`config.mk`:
```
export PLATFORM = sky130hd
export DESIGN_NAME = call_request_latch_flat
export DESIGN_NICKNAME = d
export VERILOG_FILES = /design/src/rtl/call_request_latch_if.sv /design/src/rtl/call_request_latch.sv /design/src/flat_wrapper.sv
export SDC_FILE = /design/constraint.sdc
export NUM_CORES = 1
export LEC_CHECK = 0
export BUFFER_PORTS_ARGS = -buffer_cell sky130_fd_sc_hd__buf_2
export CAP_MARGIN = 20
export CORE_ASPECT_RATIO = 1.75
export CORE_MARGIN = 2
export CORE_UTILIZATION = 35
export CTS_CLUSTER_DIAMETER = 60
export DETAILED_ROUTE_END_ITERATION = 10
export GPL_TIMING_DRIVEN = 0
export SKIP_CTS_REPAIR_TIMING = 1
export SLEW_MARGIN = 20
export SYNTH_ARGS = -nofsm -noshare
export SYNTH_HDL_FRONTEND = slang
export SYNTH_SLANG_ARGS = --single-unit
```
`constraint.sdc`:
```
create_clock -name clk -period 6.7 [get_ports clk]
set_input_delay 0.67 -clock clk [delete_from_list [all_inputs] [get_ports clk]]
set_output_delay 0.67 -clock clk [all_outputs]
set_load 0.02 [all_outputs]
```
`src/rtl/call_request_latch_if.sv`:
```
// ---------------------------------------------------------------------------
// call_request_latch_if
//   Bundles the button, car-status and latched-call signals of the
//   call_request_latch stage.
//   Signals:
//     btn_raw[6:0]  raw buttons {f3,f2,f1,d3,d2,u2,u1}, bit0=u1 ... bit6=f3
//     fs[1:0]       car floor: 01=F1, 10=F2, 11=F3, 00=between floors
//     door          1 = door open
//     dir[1:0]      car direction: 01=up, 10=down, 00/11=idle
//     UP1..FLOOR3   latched hall/car calls
//     pending[2:0]  number of latched calls
//     any_call      pending != 0
//   Modports:
//     master  drives buttons and car status, observes calls (environment)
//     slave   the latch itself
// ---------------------------------------------------------------------------
interface call_request_latch_if;
  logic [6:0] btn_raw;
  logic [1:0] fs;
  logic       door;
  logic [1:0] dir;
  logic       UP1;
  logic       UP2;
  logic       DOWN2;
  logic       DOWN3;
  logic       FLOOR1;
  logic       FLOOR2;
  logic       FLOOR3;
  logic [2:0] pending;
  logic       any_call;

  modport master (
    output btn_raw, fs, door, dir,
    input  UP1, UP2, DOWN2, DOWN3, FLOOR1, FLOOR2, FLOOR3, pending, any_call
  );

  modport slave (
    input  btn_raw, fs, door, dir,
    output UP1, UP2, DOWN2, DOWN3, FLOOR1, FLOOR2, FLOOR3, pending, any_call
  );
endinterface

```
`src/rtl/call_request_latch.sv`:
```
// ---------------------------------------------------------------------------
// call_request_latch
//   Upstream stage of the elevator controller. Debounces the seven raw
//   hall/car buttons, latches each accepted press as a pending call and
//   clears a call when the car serves it (door open at that floor in a
//   compatible direction). Also reports the number of pending calls.
//
//   Ports:
//     clk   system clock, rising edge
//     rst   synchronous, active-low reset
//     bus   call_request_latch_if.slave (buttons, car status, calls, count)
//
//   Parameters:
//     DEB_CYCLES  consecutive identical raw samples needed to change a
//                 debounced level (>= 1)
//
//   Build option:
//     CAR_CALL_CANCEL_EN  when defined, a fresh press of an already latched
//                         car call (FLOOR1-3) cancels it. Hall calls are
//                         always set-only.
//
//   Call vector bit order matches btn_raw:
//     0=UP1 1=UP2 2=DOWN2 3=DOWN3 4=FLOOR1 5=FLOOR2 6=FLOOR3
// ---------------------------------------------------------------------------
module call_request_latch #(
  parameter int DEB_CYCLES = 4
) (
  input logic                 clk,
  input logic                 rst,
  call_request_latch_if.slave bus
);

  localparam int             NB       = 7;
  localparam int             CW       = $clog2(DEB_CYCLES + 1);
  localparam logic [CW-1:0]  CNT_LAST = CW'(DEB_CYCLES - 1);
  localparam logic [NB-1:0]  CAR_MASK = 7'b111_0000;

  logic [CW-1:0] cnt_q [NB];
  logic [CW-1:0] cnt_d [NB];
  logic [NB-1:0] deb_q, deb_d;
  logic [NB-1:0] deb_prev_q, deb_prev_d;
  logic [NB-1:0] call_q, call_d;
  logic [2:0]    pending_q, pending_d;
  logic          any_call_q, any_call_d;

  logic [NB-1:0] rise;
  logic [NB-1:0] serve;

  // Debounce: count edges where raw disagrees with the debounced level;
  // any agreeing edge restarts the count.
  always_comb begin
    // NOTE: every combinational output gets a default first so no path
    // leaves it unassigned, which would otherwise infer a latch.
    deb_d = deb_q;
    for (int i = 0; i < NB; i++) begin
      cnt_d[i] = '0;
      if (bus.btn_raw[i] != deb_q[i]) begin
        if (cnt_q[i] == CNT_LAST) begin
          deb_d[i] = ~deb_q[i];
        end else begin
          cnt_d[i] = cnt_q[i] + 1'b1;
        end
      end
    end
  end

  // A press is accepted one edge after the debounced level goes high.
  assign deb_prev_d = deb_q;
  assign rise       = deb_q & ~deb_prev_q;

  // Serve mask: only with the door open at a real floor (fs=00 with the
  // door open is a sensor fault and clears nothing).
  always_comb begin
    serve = '0;
    if (bus.door && bus.fs != 2'b00) begin
      unique case (bus.fs)
        2'b01: serve = 7'b001_0001;          // FLOOR1, UP1
        2'b11: serve = 7'b100_1000;          // FLOOR3, DOWN3
        default: begin                       // F2
          serve[5] = 1'b1;
          unique case (bus.dir)
            2'b01:   serve[1] = 1'b1;
            2'b10:   serve[2] = 1'b1;
            default: serve[2:1] = 2'b11;     // idle serves both hall calls
          endcase
        end
      endcase
    end
  end

  // Next call vector; serve is applied last so it wins over a same-cycle set.
  always_comb begin
`ifdef CAR_CALL_CANCEL_EN
    call_d = ((call_q | (rise & ~CAR_MASK)) ^ (rise & CAR_MASK)) & ~serve;
`else
    call_d = (call_q | rise) & ~serve;
`endif
    pending_d = '0;
    for (int i = 0; i < NB; i++) begin
      pending_d = pending_d + 3'(call_d[i]);
    end
    any_call_d = |call_d;
  end

  // NOTE: sequential state uses non-blocking assignments so every flop
  // samples the pre-edge values regardless of statement order.
  always_ff @(posedge clk) begin
    if (!rst) begin
      // NOTE: the debounce counter array is small and must restart from
      // zero after reset, so it is cleared along with the scalar flops.
      for (int i = 0; i < NB; i++) cnt_q[i] <= '0;
      deb_q      <= '0;
      deb_prev_q <= '0;
      call_q     <= '0;
      pending_q  <= '0;
      any_call_q <= 1'b0;
    end else begin
      for (int i = 0; i < NB; i++) cnt_q[i] <= cnt_d[i];
      deb_q      <= deb_d;
      deb_prev_q <= deb_prev_d;
      call_q     <= call_d;
      pending_q  <= pending_d;
      any_call_q <= any_call_d;
    end
  end

  assign bus.UP1      = call_q[0];
  assign bus.UP2      = call_q[1];
  assign bus.DOWN2    = call_q[2];
  assign bus.DOWN3    = call_q[3];
  assign bus.FLOOR1   = call_q[4];
  assign bus.FLOOR2   = call_q[5];
  assign bus.FLOOR3   = call_q[6];
  assign bus.pending  = pending_q;
  assign bus.any_call = any_call_q;

endmodule

```
`src/flat_wrapper.sv`:
```
// flat-port wrapper written by rule: the top's interface ports become plain ports
module call_request_latch_flat 
#(
  parameter int DEB_CYCLES = 4
)
  (clk, rst, bus_btn_raw, bus_fs, bus_door, bus_dir, bus_UP1, bus_UP2, bus_DOWN2, bus_DOWN3, bus_FLOOR1, bus_FLOOR2, bus_FLOOR3, bus_pending, bus_any_call);
  call_request_latch_if bus_i ();
  input logic clk;
  input logic rst;
  input wire logic [$bits(bus_i.btn_raw)-1:0] bus_btn_raw;
  input wire logic [$bits(bus_i.fs)-1:0] bus_fs;
  input wire logic [$bits(bus_i.door)-1:0] bus_door;
  input wire logic [$bits(bus_i.dir)-1:0] bus_dir;
  output wire logic [$bits(bus_i.UP1)-1:0] bus_UP1;
  output wire logic [$bits(bus_i.UP2)-1:0] bus_UP2;
  output wire logic [$bits(bus_i.DOWN2)-1:0] bus_DOWN2;
  output wire logic [$bits(bus_i.DOWN3)-1:0] bus_DOWN3;
  output wire logic [$bits(bus_i.FLOOR1)-1:0] bus_FLOOR1;
  output wire logic [$bits(bus_i.FLOOR2)-1:0] bus_FLOOR2;
  output wire logic [$bits(bus_i.FLOOR3)-1:0] bus_FLOOR3;
  output wire logic [$bits(bus_i.pending)-1:0] bus_pending;
  output wire logic [$bits(bus_i.any_call)-1:0] bus_any_call;
  assign bus_i.btn_raw = bus_btn_raw;
  assign bus_i.fs = bus_fs;
  assign bus_i.door = bus_door;
  assign bus_i.dir = bus_dir;
  assign bus_UP1 = bus_i.UP1;
  assign bus_UP2 = bus_i.UP2;
  assign bus_DOWN2 = bus_i.DOWN2;
  assign bus_DOWN3 = bus_i.DOWN3;
  assign bus_FLOOR1 = bus_i.FLOOR1;
  assign bus_FLOOR2 = bus_i.FLOOR2;
  assign bus_FLOOR3 = bus_i.FLOOR3;
  assign bus_pending = bus_i.pending;
  assign bus_any_call = bus_i.any_call;
  call_request_latch #(.DEB_CYCLES(DEB_CYCLES)) u_core (.clk(clk), .rst(rst), .bus(bus_i));
endmodule
```
==> flow_metrics.tcl, run 1 <==
set metrics [dict create \
    p_per_area_nw_per_um2 238 \
    arrival_ns 3.34 \
    layout-drive-gt1-share_pct 23.8 \
    required_ns 6.86 \
    remaining_drc_errors 0 \
    layout_common_cells "dfxtp_1 (46), buf_2 (24), nor2_1 (23)" \
    overflow 0 \
    synth_area_um2 1870 \
    wirelength_um 2860 \
    vias 1180 \
    max_stage_delay_ns 0.50 \
    power_frac_clock_pct 39.4 \
    io_pins 25 \
    io_buffers 24 \
    finClkSkew_ns 0.00828 \
    endpoint_kind "flop" \
    seq_power_share_pct 54.5 \
    setup-violations-final 0 \
    cap_violations 0 \
    layout.cells.most_common "dfxtp_1" \
    max_slew_margin_pct 65.3 \
    syn-num-nets 214 \
    clk_pin_slew_ns 0.08 \
    worstMarginPinSlew_ns 0.521 \
    grt_util_all_layers_pct 10.8 \
    path_buf_inv 3 \
    hold_path_class "flop to flop" \
    final_hold_viol_count 0 \
    nFillCells 527 \
    cts_tree "done" \
    syn2layout_area_growth_pct 16.1 \
    vias_per_cell 4.45 \
    crit_path_max_fanout 3 \
    crit_family "adder cells" \
    ant_nets 0 \
    cts_buffers 5 \
    hpwl_um 2270 \
    cts.sinks 46 \
    holdPathStages 1 \
    min_period_ns 3.17 \
    firstDrtPassIters 4 \
    core_um2 5210 \
    switching_power_uw 104 \
    ys_seq_area_share_pct 49.3 \
    path_common_cell "fa_1" \
    grt_first_pass_wirelength_um 4730 \
    leakage_nw 0.985 \
    p_sw_share_pct 20.1 \
    grt_max_degree 14 \
    outcome "completed" \
    core.rowCount 35 \
    cts.htree.levels 2 \
    comb_power_share_pct 6.1 \
    ir_drop_mv 0.151 \
    p_int_uw 413 \
    synth_cell_types 24 \
    grt.busiest_layer "met2" \
    antenna_cells 0 \
    met2_usage_pct 18.0 \
    crit_path_start_kind "primary input" \
    worstSetupPathDepth 12 \
    insertion_delay_ns 0.29 \
    grt_util_met3_pct 3.59 \
    syn_avg_cell_area_um2 10.4 \
    max_freq_ghz 0.315 \
    drtIter0Drc 18 \
    use_met1_pct 11.7 \
    worst-setup-path-type "primary input to flop" \
    clockBufferDepth 2 \
    final_nets 245 \
    antenna_found_initial 0 \
    die_area_um2 5960 \
    cp_cell_sequence "buf_2 > nand3b_1 > o22ai_1 > ha_1 > inv_1 > fa_1 > fa_1 > inv_1 > ha_1 > fa_1 > xnor2_1 > nor2_1" \
    final.setup.worst_slack_ns 3.53 \
    start_util_pct 35.8 \
    period_share_pct 47.4 \
    first_global_vias 1089 \
    die_w_um 59.2 \
    yosysWarnings 0 \
    die_h_um 101 \
    place_congestion 0.695 \
    place_ws_ns 3.20 \
    wl_per_cell_um 10.8 \
    setup_tns_ns 0 \
    reg2reg_depth 11 \
    rsz0062_at_grt "false" \
    synth_seq_cells 46 \
    cts_root_buf "clkbuf_8" \
    finalMaxSlewViolations 0 \
    critPathSlowestCell "fa_1" \
    syn_inst 179 \
]
-- layout make-up --
type / count / area, µm² / area share [%]
multi-input cells: 109 / 850 / 39.2
inverters: 21 / 78.8 / 3.63
well taps: 55 / 68.8 / 3.17
repair buffers: 24 / 120 / 5.54
clock buffers: 6 / 82.6 / 3.81
plain buffers: 3 / 18.8 / 0.865
clock inverters: 1 / 30.0 / 1.38
flip-flops and latches: 46 / 921 / 42.4
-- per-stage QoR --
| stage | area (µm²) | std cells | hold WS (ns) | util [%] | power, mW |
|---|---|---|---|---|---|
| detailed placement | 2060 | 258 | 0.415 | 39.5 | 0.321 |
| floorplan | 1870 | 179 | 0.399 | - | 0.309 |
| finish | 2170 | 265 | 0.423 | 41.6 | 0.517 |
| global placement | 2060 | 258 | 0.415 | 39.5 | 0.320 |
| global route | 2170 | 265 | 0.441 | 41.6 | 0.542 |
| CTS | 2170 | 265 | 0.428 | 41.6 | 0.527 |
-- per-layer routing --
metal	wire (µm)	part of all wire, %
met4	52	1.8
met3	162	5.7
met1	1230	43
met2	1410	49
met5	0	0
-- cell families (layout without fill, tap and decap cells) --
| logic type | after synthesis | in the layout | synth area share [%] |
|---|---|---|---|
| mux | 7 | 7 | 3.75 |
| flops | 46 | 46 | 49.3 |
| simple gates | 65 | 65 | 20.2 |
| xor+xnor | 8 | 8 | 3.75 |
| buf+inv | 24 | 55 | 5.22 |
| fa+ha+maj | 21 | 21 | 15.3 |
| compound gates | 8 | 8 | 2.54 |
-- cells in the mapped netlist, drive strengths merged --
library cell / count / share of area (%)
dfxtp: 46 / 49
nor2: 35 / 8.6
inv: 21 / 4.2
ha: 18 / 12
and2: 10 / 3.3
xnor2: 8 / 3.8
mux2i: 7 / 3.8
nor2b: 7 / 2.3
or3: 7 / 3.4
o21ai: 4 / 1.1
fa: 3 / 3.2
and2b: 2 / 0.80
clkbuf: 2 / 0.40
nand3b: 2 / 0.80
o22ai: 2 / 0.67
a31oi: 1 / 0.34
and4b: 1 / 0.54
buf: 1 / 0.60
nand3: 1 / 0.27
o21a: 1 / 0.47
-- power by group through the flow --
stage / logic, mW / registers [mW] / clock network (mW)
finish: 0.0315 / 0.282 / 0.203
global route: 0.0359 / 0.283 / 0.223
CTS: 0.0325 / 0.282 / 0.213
detailed placement: 0.0323 / 0.289 / 0
global placement: 0.0316 / 0.288 / 0
floorplan: 0.0204 / 0.289 / 0
-- worst paths after layout --
path	start	slack (ns)	end
worst max register to register	u_core.deb_prev_d[0]	3.68	u_core.bus.pending[2]
worst min register to register	u_core.cnt_q[4][0]	0.42	u_core.cnt_q[4][0]
worst min-delay path	u_core.cnt_q[4][0]	0.42	u_core.cnt_q[4][0]
worst max-delay path	bus_fs[0]	3.53	u_core.bus.pending[2]
-- sequential cells by signal, indices dropped and copies added, names as in the netlist --
name                 count
u_core.cnt_q            21
u_core.deb_prev_q        7
u_core.bus.pending       3
u_core.deb_prev_d        7
u_core.bus.any_call      1
u_core.call_q            7
Power figures use the tool's default switching activity.
==> run 2: changes to the inputs <==
- ABC_AREA: default -> 1
- clock period: 6.7 -> 2.7 ns (I/O delays scaled with it)
==> flow_metrics.tcl, run 2 <==
set metrics [dict create \
    nFillCells 537 \
    outcome "finished, violations left" \
    crit_family "adder cells" \
    drtIter0Drc 33 \
    max_slew_margin_pct 65.5 \
    grt_max_degree 15 \
    r2r_setup_slack_ns -0.13 \
    arrival_ns 3.07 \
    period_share_pct 105 \
    cp_cell_sequence "inv_2 > o21bai_1 > nand2_1 > ha_1 > inv_2 > fa_1 > fa_1 > inv_1 > ha_2 > fa_2 > nand2_1 > inv_1" \
    syn-num-nets 255 \
    antenna_cells 0 \
    syn_inst 220 \
    hold_path_class "primary input to flop" \
    finalMaxSlewViolations 0 \
    synth_seq_cells 46 \
    cts.htree.levels 2 \
    synth_area_um2 1870 \
    leakage_nw 1.13 \
    synth_flop_cell "dfxtp_1" \
    worstMarginPinSlew_ns 0.511 \
    remaining_drc_errors 0 \
    cts.sinks 46 \
    final_util_pct 42.0 \
    worst-setup-path-type "flop to flop" \
    reg2reg_depth 12 \
    core.rowCount 35 \
    cts_tree "done" \
    required_ns 2.94 \
    p_per_area_nw_per_um2 586 \
    start_util_pct 35.8 \
    crit_path_start_kind "flop" \
    yosysWarnings 0 \
    hold_end "u_core.deb_prev_d[6]" \
    min_from "bus_btn_raw[6]" \
    die_area_um2 5960 \
    crit_path_max_fanout 4 \
    setup-violations-final 2 \
    regMostFlops "u_core.cnt_q" \
    cts_buffers 5 \
    synth_commonest_cells "inv_1 (51), dfxtp_1 (46), nor2_1 (41), nand2_1 (23), ha_1 (18)" \
    wl_per_cell_um 10.2 \
    min_period_ns 2.83 \
    grt_util_all_layers_pct 12.0 \
    max_freq_ghz 0.353 \
    seq_area_um2 926 \
    critPathSlowestCell "fa_2" \
    finClkSkew_ns 0.00935 \
    synth_cell_types 17 \
    layout-drive-gt1-share_pct 18.1 \
    r2r_end "u_core.bus.pending[1]" \
    final.setup.worst_slack_ns -0.129 \
    p_total_mw 1.28 \
    die_w_um 59.2 \
    first_global_vias 1308 \
    design_area_um2 2190 \
    io_pins 25 \
    io_buffers 24 \
    reg2reg_from "u_core.deb_prev_d[0]" \
    synth_area_leaders "dfxtp_1 (49%), ha_1 (12%), inv_1 (10%)" \
    wirelength_um 3140 \
    async_reset_ff_share_pct 0 \
    cts_root_buf "clkbuf_8" \
    clockBufferDepth 2 \
    ant_nets 0 \
    insertion_delay_ns 0.30 \
    whs_ns 0.234 \
    ys_seq_area_share_pct 49.3 \
    layout_common_cells "inv_1 (49), dfxtp_1 (42), nor2_1 (41)" \
    syn2layout_area_growth_pct 17.3 \
    endpoint_kind "flop" \
    overflow 0 \
    synth_edf_count 0 \
    layout.cells.most_common "inv_1" \
    place_congestion 0.753 \
    yosysMostFrequentCell "inv_1" \
    multi_input_area_um2 741 \
    antenna_found_initial 0 \
    largest_reg_flops 21 \
    violations "setup timing" \
    vias_per_cell 4.43 \
    path_buf_inv 4 \
    hpwl_um 2500 \
    grt_first_pass_wirelength_um 5340 \
    core_um2 5210 \
    cap_violations 0 \
    vias 1369 \
    max_stage_delay_ns 0.52 \
    ir_drop_mv 0.203 \
    firstDrtPassIters 4 \
    syn_avg_cell_area_um2 8.49 \
    rsz0062_at_grt "true" \
    die_h_um 101 \
    synth_top_area_share_pct 49.3 \
    final_hold_viol_count 0 \
    final_nets 288 \
    place_area_um2 2060 \
    setup_tns_ns -0.216 \
    holdPathStages 3 \
    yosysTopAreaCell "dfxtp_1" \
    clk_pin_slew_ns 0.08 \
]
[run 2: cell type report]
class | instances | share of cell area (%)
Timing Repair Buffer | 26 | 6.17
Buffer | 2 | 0.742
Sequential cell | 46 | 42.3
Inverter | 52 | 8.91
Tap cell | 55 | 3.14
Clock buffer | 5 | 3.14
Multi-Input combinational cell | 120 | 33.8
Clock inverter | 3 | 1.83
[run 2: through the flow]
stage	instances	setup slack (ns)
CTS	307	-0.203
detailed placement	299	-0.270
global route	309	-0.268
floorplan	220	0.00184
finish	309	-0.129
global placement	299	-0.228
[run 2: per-layer routing]
metal  routed length [µm]  global-route usage [%]  share of wire, %  up-vias
met5                    0                       0                 0        -
met4                   99                    7.34               3.2        0
met3                  163                    3.21               5.2        8
met2                 1610                    21.0                51       21
met1                 1260                    12.0                40      605
li1                     -                       -                 -      735
[run 2: power by group]
part / leakage [nW] / total [mW] / internal (mW) / switching, mW
logic: 0.694 / 0.0875 / 0.0345 / 0.0530
registers: 0.375 / 0.704 / 0.696 / 0.00797
clock network: 0.0579 / 0.492 / 0.272 / 0.220
total: 1.13 / 1.28 / 1.00 / 0.281
[run 2: kinds of logic (layout without fill, tap and decap cells)]
logic type / after synthesis / after routing / share of synthesized area (%)
AND/OR/NAND/NOR: 67 / 67 / 13.7
buffers and inverters: 54 / 88 / 11.3
flip-flops: 46 / 46 / 49.3
AO/OA/AOI/OAI: 31 / 31 / 9.98
adder cells (fa/ha/maj): 21 / 21 / 15.3
XOR/XNOR: 1 / 1 / 0.469
[run 2: worst min-delay path, cell delays in order]
cell	delay (ns)
buf_2	0.10
nor2_1	0.04
nor2_1	0.08
[run 2: how the worst max path moves through the flow]
stage | startpoint | to | slack [ns] | depth (start not counted)
finish | u_core.deb_prev_d[0] | u_core.bus.pending[1] | -0.13 | 12
global route | u_core.deb_prev_d[0] | u_core.bus.pending[1] | -0.27 | 12
CTS | u_core.deb_prev_d[1] | u_core.bus.pending[2] | -0.20 | 11
detailed placement | bus_fs[0] | u_core.bus.pending[2] | -0.27 | 11
global placement | bus_fs[0] | u_core.bus.pending[2] | -0.23 | 14
floorplan | u_core.deb_prev_d[0] | u_core.bus.pending[2] | 0.002 | 12
==> run 3: changes to the inputs <==
- ABC_AREA: 1 -> default
- HOLD_SLACK_MARGIN: default -> 0.05
- SETUP_SLACK_MARGIN: default -> 0.4
==> flow_metrics.tcl, run 3 (synthesis gave the netlist of run 1 again) <==
set metrics [dict create \
    outcome "finished, violations left" \
    violations "setup timing" \
    layout-drive-gt1-share_pct 30.2 \
    arrival_ns 2.96 \
    insertion_delay_ns 0.29 \
    largest_reg_flops 21 \
    antenna_cells 0 \
    drtIter0Drc 10 \
    cap_violations 0 \
    grt_first_pass_wirelength_um 5020 \
    die_area_um2 5960 \
    finalMaxSlewViolations 0 \
    grt_util_all_layers_pct 11.2 \
    max_freq_ghz 0.366 \
    cts.htree.levels 2 \
    antenna_found_initial 0 \
    final_hold_viol_count 0 \
    p_per_area_nw_per_um2 559 \
    die_h_um 101 \
    crit_path_max_fanout 4 \
    finClkSkew_ns 0.00618 \
    layout_common_cells "dfxtp_1 (44), buf_2 (24), nor2_1 (23)" \
    p_total_mw 1.27 \
    worst-setup-path-type "flop to flop" \
    ir_drop_mv 0.342 \
    seq_area_um2 923 \
    core.rowCount 35 \
    regMostFlops "u_core.cnt_q" \
    syn2layout_area_growth_pct 21.3 \
    worstMarginPinSlew_ns 0.524 \
    min_period_ns 2.73 \
    holdPathStages 3 \
    overflow 0 \
    nFillCells 523 \
    endpoint_kind "flop" \
    wirelength_um 3040 \
    grt_max_degree 14 \
    layout.cells.most_common "dfxtp_1" \
    cts_buffers 5 \
    core_um2 5210 \
    multi_input_area_um2 920 \
    required_ns 2.93 \
    final_util_pct 43.5 \
    leakage_nw 1.00 \
    period_share_pct 101 \
    crit_path_start_kind "flop" \
    final.setup.worst_slack_ns -0.0331 \
    io_pins 25 \
    die_w_um 59.2 \
    rsz0062_at_grt "true" \
    io_buffers 24 \
    first_global_vias 1144 \
    ant_nets 0 \
    cts.sinks 46 \
    cts_root_buf "clkbuf_8" \
    clockBufferDepth 2 \
    final_nets 249 \
    place_congestion 0.743 \
    setup-violations-final 2 \
    firstDrtPassIters 4 \
    hpwl_um 2370 \
    clk_pin_slew_ns 0.08 \
    wl_per_cell_um 11.3 \
    cts_tree "done" \
    start_util_pct 35.8 \
    vias_per_cell 4.51 \
    max_slew_margin_pct 65.0 \
    hold_path_class "primary input to flop" \
    reg2reg_depth 10 \
    vias 1218 \
    remaining_drc_errors 0 \
]
## run 3: changes by cell type in the layout (fill, tap and decap cells not counted), sizes merged, moves of 3 or more
cell	before	now
and2	0	10
o21ai	8	4
o211ai	7	0
a21oi	12	0
nor2b	0	7
clkbuf	5	9
nor2	41	35
xnor2	1	8
mux2i	0	7
inv	52	21
o21bai	3	0
nand2	23	0
or3	0	7
## run 3: area by class of cell
type                       count  share of cell area (%)
multi-input combinational    109                    40.6
clock buffer                   7                    3.37
timing repair buffer          28                    6.63
sequential                    46                    40.8
inverter                      21                    3.48
clock inverter                 1                    1.33
tap                           55                    3.04
buffer                         3                   0.828
## run 3: stage by stage
stage / setup slack [ns] / TNS, ns / hold slack [ns] / cells / area [µm²]
2_1_floorplan: 0.0172 / 0 / 0.399 / 179 / 1890
3_3_place_gp: -0.249 / -0.469 / 0.408 / 258 / 2080
3_5_place_dp: -0.277 / -0.525 / 0.417 / 258 / 2080
4_1_cts: -0.151 / -0.274 / 0.238 / 266 / 2180
5_1_grt: -0.140 / -0.273 / 0.259 / 270 / 2270
6_report: -0.0331 / -0.0516 / 0.245 / 270 / 2270
## run 3: worst paths after layout
path,endpoint,slack [ns],from
worst max-delay path,u_core.bus.pending[1],-0.03,u_core.deb_prev_d[1]
worst min-delay path,u_core.deb_prev_d[6],0.24,bus_btn_raw[6]
worst max register to register,u_core.bus.pending[1],-0.03,u_core.deb_prev_d[1]
worst min register to register,u_core.cnt_q[5][0],0.43,u_core.cnt_q[5][0]
## run 3: routing by layer
| metal | routed length, µm | up-vias | share of wire [%] | track usage (%) |
|---|---|---|---|---|
| met5 | 0 | - | 0 | 0 |
| met4 | 34 | 0 | 1.1 | 4.20 |
| met3 | 152 | 4 | 5.0 | 3.08 |
| met2 | 1580 | 21 | 52 | 18.6 |
| met1 | 1270 | 556 | 42 | 13.3 |
| li1 | - | 637 | - | - |
## run 3: where the power goes
part           leakage, nW  internal [mW]  switching [mW]
sequential           0.374          0.693         0.00713
clock               0.0524          0.277           0.205
combinational        0.577         0.0397          0.0451
total                 1.00           1.01           0.257
## run 3: critical path, stage by stage (launching register included)
cell	delay (ns)
dfxtp_2	0.36
nor2b_4	0.16
o22ai_4	0.08
ha_4	0.28
inv_2	0.03
fa_1	0.44
fa_1	0.51
inv_2	0.05
ha_4	0.15
fa_2	0.50
and2_1	0.11
